[config.mk]
export PLATFORM = sky130hd
export DESIGN_NAME = insn_sequencer
export DESIGN_NICKNAME = d
export VERILOG_FILES = /design/src/rtl/insn_sequencer.sv
export SDC_FILE = /design/constraint.sdc
export NUM_CORES = 1
export LEC_CHECK = 0
export CORE_MARGIN = 2
export CORE_UTILIZATION = 41
export CTS_CLUSTER_SIZE = 12
export DETAILED_ROUTE_END_ITERATION = 10
export GPL_ROUTABILITY_DRIVEN = 0
export PLACE_DENSITY = 0.79
export SLEW_MARGIN = 20
export SYNTH_ARGS = -nofsm -noshare
export SYNTH_HDL_FRONTEND = slang
export SYNTH_SLANG_ARGS = --single-unit
[constraint.sdc]
create_clock -name clk -period 1.89 [get_ports clk]
set_input_delay 0.378 -clock clk [delete_from_list [all_inputs] [get_ports clk]]
set_output_delay 0.378 -clock clk [all_outputs]
set_load 0.1 [all_outputs]
[src/rtl/insn_sequencer.sv]
// Multicycle step sequencer for the RISC core: drives the decoder step counter,
// gates instruction fetch, supports run/halt/single-step, and traps hung instructions.
module insn_sequencer #(
    parameter int CNT_W   = 3,
    parameter int MAX_CNT = 7,
    parameter int RET_W   = 16
) (
    input  logic             clk,
    input  logic             Rst_n,
    input  logic             Start,
    input  logic             Step_En,
    input  logic             Step,
    input  logic             Mem_Ack,
    input  logic             Buff_PC,
    input  logic             Done,
    output logic [CNT_W-1:0] Cnt,
    output logic             Mem_Req,
    output logic             Run,
    output logic             Halted,
    output logic             Fault,
    output logic [RET_W-1:0] Ret_Cnt
);

    typedef enum logic [2:0] {
        S_IDLE,
        S_FETCH,
        S_EXEC,
        S_PAUSE,
        S_HALT,
        S_FAULT
    } state_t;

    localparam logic [CNT_W-1:0] CNT_LAST = CNT_W'(MAX_CNT);

    state_t           state_q;
    logic [CNT_W-1:0] cnt_q;
    logic             mem_req_q;
    logic             run_q;
    logic             halted_q;
    logic             fault_q;
    logic [RET_W-1:0] ret_q;

    // Every output is a flop updated together with the state, so the
    // decoder never sees a combinational glitch on Cnt or Run.
    always_ff @(posedge clk or negedge Rst_n) begin
        if (!Rst_n) begin
            state_q   <= S_IDLE;
            cnt_q     <= '0;
            mem_req_q <= 1'b0;
            run_q     <= 1'b0;
            halted_q  <= 1'b0;
            fault_q   <= 1'b0;
            ret_q     <= '0;
        end else begin
            // NOTE: non-blocking assignments keep every flop reading the pre-edge value of its peers.
            case (state_q)
                S_IDLE: begin
                    if (Start) begin
                        state_q   <= S_FETCH;
                        mem_req_q <= 1'b1;
                        ret_q     <= '0;
                    end
                end

                S_FETCH: begin
                    if (Mem_Ack) begin
                        state_q   <= S_EXEC;
                        mem_req_q <= 1'b0;
                        run_q     <= 1'b1;
                        cnt_q     <= CNT_W'(1);
                    end
                end

                S_EXEC: begin
                    // A completing instruction wins over the watchdog on the last legal step.
                    if (Buff_PC) begin
                        ret_q <= ret_q + RET_W'(1);
                        cnt_q <= '0;
                        run_q <= 1'b0;
                        if (Done) begin
                            state_q  <= S_HALT;
                            halted_q <= 1'b1;
                        end else if (Step_En) begin
                            state_q <= S_PAUSE;
                        end else begin
                            state_q   <= S_FETCH;
                            mem_req_q <= 1'b1;
                        end
                    end else if (cnt_q == CNT_LAST) begin
                        state_q <= S_FAULT;
                        fault_q <= 1'b1;
                        run_q   <= 1'b0;
                    end else begin
                        cnt_q <= cnt_q + CNT_W'(1);
                    end
                end

                S_PAUSE: begin
                    if (Step || !Step_En) begin
                        state_q   <= S_FETCH;
                        mem_req_q <= 1'b1;
                    end
                end

                S_HALT: begin
                    if (Start) begin
                        state_q   <= S_FETCH;
                        halted_q  <= 1'b0;
                        mem_req_q <= 1'b1;
                    end
                end

                S_FAULT: begin
                    state_q <= S_FAULT;
                end

                // NOTE: the two unused state codes fall back to a clean IDLE instead of locking up.
                default: begin
                    state_q   <= S_IDLE;
                    cnt_q     <= '0;
                    mem_req_q <= 1'b0;
                    run_q     <= 1'b0;
                    halted_q  <= 1'b0;
                    fault_q   <= 1'b0;
                end
            endcase
        end
    end

    assign Cnt     = cnt_q;
    assign Mem_Req = mem_req_q;
    assign Run     = run_q;
    assign Halted  = halted_q;
    assign Fault   = fault_q;
    assign Ret_Cnt = ret_q;

endmodule

* After elaboration in Yosys (flattened, before gate mapping)
Index checks and enable logic that the tools add are counted.
** Operators by class
- Reduce and logical (&&, ||, !) cells :: 15
- Mux-type cells :: 33
- Bitwise gates (word level) :: 4
- Equal/unequal tests :: 19
- Add/subtract/negate cells :: 2
** Operator list (number)
- 2-to-1 mux 16 bit :: 2
- one-hot mux 16 bit (2 select lines) :: 1
- 2-to-1 mux 3 bit :: 9
- != test 2 bit (second input constant) :: 10
- adder 16 x 1 -> 16 bit (second input constant) :: 1
- one-hot mux 3 bit (5 select lines) :: 1
- 2-to-1 mux 1 bit :: 14
- AND reduction 3 bit :: 4
- equality test 3 bit (second input constant) :: 3
- one-hot mux 3 bit (3 select lines) :: 1
- AND reduction 4 bit :: 2
- OR reduction 4 bit :: 2
- AND reduction 7 bit :: 1
- equality test 3 x 2 -> 1 bit (second input constant) :: 2
- != test 3 bit (second input constant) :: 2
- one-hot mux 1 bit (3 select lines) :: 2
- one-hot mux 1 bit (5 select lines) :: 1
- OR reduction 5 bit :: 1
- inverter 1 bit :: 4
- adder 3 x 1 -> 3 bit (second input constant) :: 1
- equality test 3 x 1 -> 1 bit (second input constant) :: 1
- logical NOT 3 bit :: 1
- 2-to-1 mux 2 bit :: 1
- != test 2 x 1 -> 1 bit (second input constant) :: 1
- 5 further kinds :: 5
** Storage, ports and cells
- Output and inout port bits :: 23
- Register bits :: 26
- Word-level logic and storage cells :: 80
- Input port bits :: 8

* Longest topological paths before layout
- Depth after elaboration :: 4
- Depth in mapped cells :: 6
- Mapped depth without buffers :: 6

* Least setup slack after synthesis
No wires, ideal clock.
- Kind :: reg-to-reg
- Start point :: register ret_q[2] (netlist: Ret_Cnt[2])
- End point :: register ret_q[14] (netlist: Ret_Cnt[14])
- Period minus slack after synthesis :: 2.640 ns
- Data arrival time :: 2.562 ns
- Buffers on the path :: 1
- Setup time :: 0.078 ns
- Slack :: -0.750 ns
- Cell stages (with the launch flop) :: 6
- Data required time :: 1.812 ns
- Cells stage by stage :: dfrtp_1 > or3b_1 > buf_2 > or4b_4 > or4_1 > a21oi_1
** On the way
- Cells in the longest elaborated chain, start to end :: 3
** RTL lines
- from (decl) :: line 41 : logic [RET_W-1:0] ret_q;
- from (signal assigned) :: line 77 : ret_q <= ret_q + RET_W'(1);
- adder 16 x 1 -> 16 bit :: line 77
- 2-to-1 mux 16 bit :: line 76 : if (Buff_PC) begin
- one-hot mux 16 bit (2 select lines) :: line 56 : case (state_q)
No other way between the ends. The select of a mux whose other input is x is not followed.
A chain may end at the register's enable or synchronous reset.

* Final worst setup path
- Start point :: register ret_q[2] (netlist: Ret_Cnt[2])
- End point :: register ret_q[12] (netlist: Ret_Cnt[12])
Same word-level chain as after synthesis.

==> results.yml <==
status:
  outcome: "finished with violations"
  violations: "negative setup slack"
cts:
  htreeDepth: 1
  clk_pin_slew_worst_paths_ns: 0.15
  cts.path.max_buffers: 2
  insertion_delay_ns: 0.33
  root_buffer: "clkbuf_4"
  cts.sinks: 26
  hold_buffers: 0
  numCtsBuffers: 3
  cts_tree: "yes"
critical_path:
  cp.arrival_ns: 2.21
  crit_path_start_kind: "register"
  path_class: "register to register"
  cp_max_fo: 5
  rrSetupSlack_ns: -0.06
  r2r_start: "Ret_Cnt[2]"
  crit_buf_inv: 0
  rr_worst_depth: 4
  path_cells: "or3b_4 -> or4b_4 -> or4_1 -> a21oi_1"
  required_ns: 2.15
  critPathSlowestCell: "or4b_4"
  cp_top_family: "simple AND/OR/NAND/NOR gates"
  cpPeakStageDelay_ns: 0.50
  crit_path_end_kind: "register"
  r2r-end: "Ret_Cnt[12]"
routing:
  drc: 0
  postRouteAntennaNets: 0
  num_vias: 1465
  routedWlPerCell_um: 15.2
  finalWirelength_um: 3860
  dr.pass1.iters: 4
  viasPerCell: 5.77
  drt_iter0_markers: 75
timing:
  fmax_mhz: 513
  finalCriticalPeriod_ns: 1.95
  setup-tns-final_ns: -0.165
  finalSetupViolCount: 4
  rsz0062_at_grt: "true"
  relSlewSlack_pct: 64.4
  tightest_slew_ns: 0.524
  hold_viol: 0
  clock_skew_ns: 0.00992
  period_share_pct: 103
  setup_slack_ns: -0.0582
  slew_violations: 0
cells_and_area:
  fin_area_mm2: 0.00229
  syn_to_final_growth_pct: 57.7
  drive_gt1_share_pct: 34.1
  nets: 220
  antenna_cells: 0
  fillerInstances: 279
logic_synthesis:
  yosys-top-cells-count: "dfrtp_1, nand2_1, a21oi_1"
  avgSynthCellArea_um2: 9.24
  yosysWarningCount: 0
  synth_top_cell_area_share_pct: 44.8
  yosysMostFrequentCell: "dfrtp_1"
  synthArstFlopShare_pct: 100
  syn_nets: 168
  synth_flop_cell: "dfrtp_1"
  ys_ff_latch: 26
  synth_largest_area_cell: "dfrtp_1"
  ys_top_cells_by_area: "dfrtp_1, a21oi_1, o21ai_0"
  synth_cell_types: 43
  synth-edff-count: 0
  syn_inst: 157
  ys_seq_area_share_pct: 44.8
  syn_area_mm2: 0.00145
global_routing:
  grt_pass1_vias: 1510
  grt_pass1_wl_um: 6820
  grt_usage_pct: 21.5
  grt_max_degree: 27
  antenna_found_initial: 0
  grt-ovfl-total: 0
placed_design:
  dpl_cell_area_mm2: 0.00221
  port_buffers: 30
  place_hpwl_um: 2840
floorplan:
  coreArea_mm2: 0.00336
  dieWidth_um: 63.5
  row_count: 21
  die_y_um: 63.5
  start_util_pct: 43.2
  io_pins: 31
  dieArea_mm2: 0.00403
pwr:
  power.total_uw: 3010
  p_per_area_mw_per_mm2: 1310
  vdd_drop_max_uv: 1220
  p_leak_uw: 0.000946
hold_path:
  hp-class: "primary input to async pin"
run:
  cap_violations: 0
## how the worst max path moves through the flow
stage	from	endpoint	cells past startpoint	slack, ns
finish	Ret_Cnt[2]	Ret_Cnt[12]	4	-0.06
global route	Ret_Cnt[2]	Ret_Cnt[14]	4	-0.11
CTS	Ret_Cnt[2]	Ret_Cnt[14]	4	-0.08
detailed placement	Buff_PC	Ret_Cnt[14]	5	-0.38
global placement	Buff_PC	Ret_Cnt[14]	5	-0.32
floorplan	Ret_Cnt[2]	Ret_Cnt[14]	5	-0.35
## final cells by class
class	instances	area, um^2	share of cell area [%]
inverters	9	33.8	1.48
flip-flops and latches	26	671	29.3
well taps	46	57.6	2.52
clock buffers	4	36.3	1.59
multi-input cells	116	787	34.4
repair buffers	53	703	30.7
## sequential cells by signal, indices dropped and copies added (netlist names)
register  flops
Run           1
Fault         1
Halted        1
Cnt           3
Ret_Cnt      16
state_q       3
Mem_Req       1
## kinds of logic after synthesis
kind of cell	Yosys count	synth area share, %
simple gates	62	24.1
compound gates	39	16.7
flops	26	44.8
buf+inv	15	3.96
xor+xnor	7	4.22
mux	5	3.53
fa+ha+maj	3	2.59
## stage by stage
step	setup WS (ns)	hold slack [ns]	utilization [%]	cells
global route	-0.110	0.424	68.0	254
floorplan	-0.354	0.0824	-	157
finish	-0.0582	0.392	68.0	254
global placement	-0.322	0.559	65.7	249
CTS	-0.0760	0.415	67.4	254
detailed placement	-0.379	0.554	65.7	249
## metal layers
layer	wire length, um	global-route usage (%)	up-vias
met3	213	3.93	16
met2	1930	36.3	57
met1	1550	24.7	710
li1	-	-	682
met5	0	0	-
met4	163	14.1	0
## power breakdown
group / switching (uW) / internal [uW]
registers: 146 / 694
clock network: 171 / 118
logic: 1180 / 700
## cell usage in the layout (no fill, tap or decap), drive strengths merged, types with 4 or more instances in the layout
cell / count
a21oi: 13
inv: 8
nor4: 5
xnor2: 4
nand4: 5
nand2b: 4
nor2: 10
nand2: 14
buf: 46
clkbuf: 4
mux2i: 4
clkdlybuf4s50: 7
or4: 5
o21ai: 11
dfrtp: 26
## worst register-to-register path, delay by kind of cell (launching register included)
kind,cells,cell delay [ns]
AND/OR/NAND/NOR,3,1.31
flip-flops,1,0.44
AO/OA/AOI/OAI,1,0.13
## what timing repair did
action                     in CTS  in global routing
gates resized for setup         4                  4
pin swaps                       3                  1
buffers inserted                1                  0
setup endpoints to repair       4                  7
No activity file was read; power rests on OpenSTA's default activity.
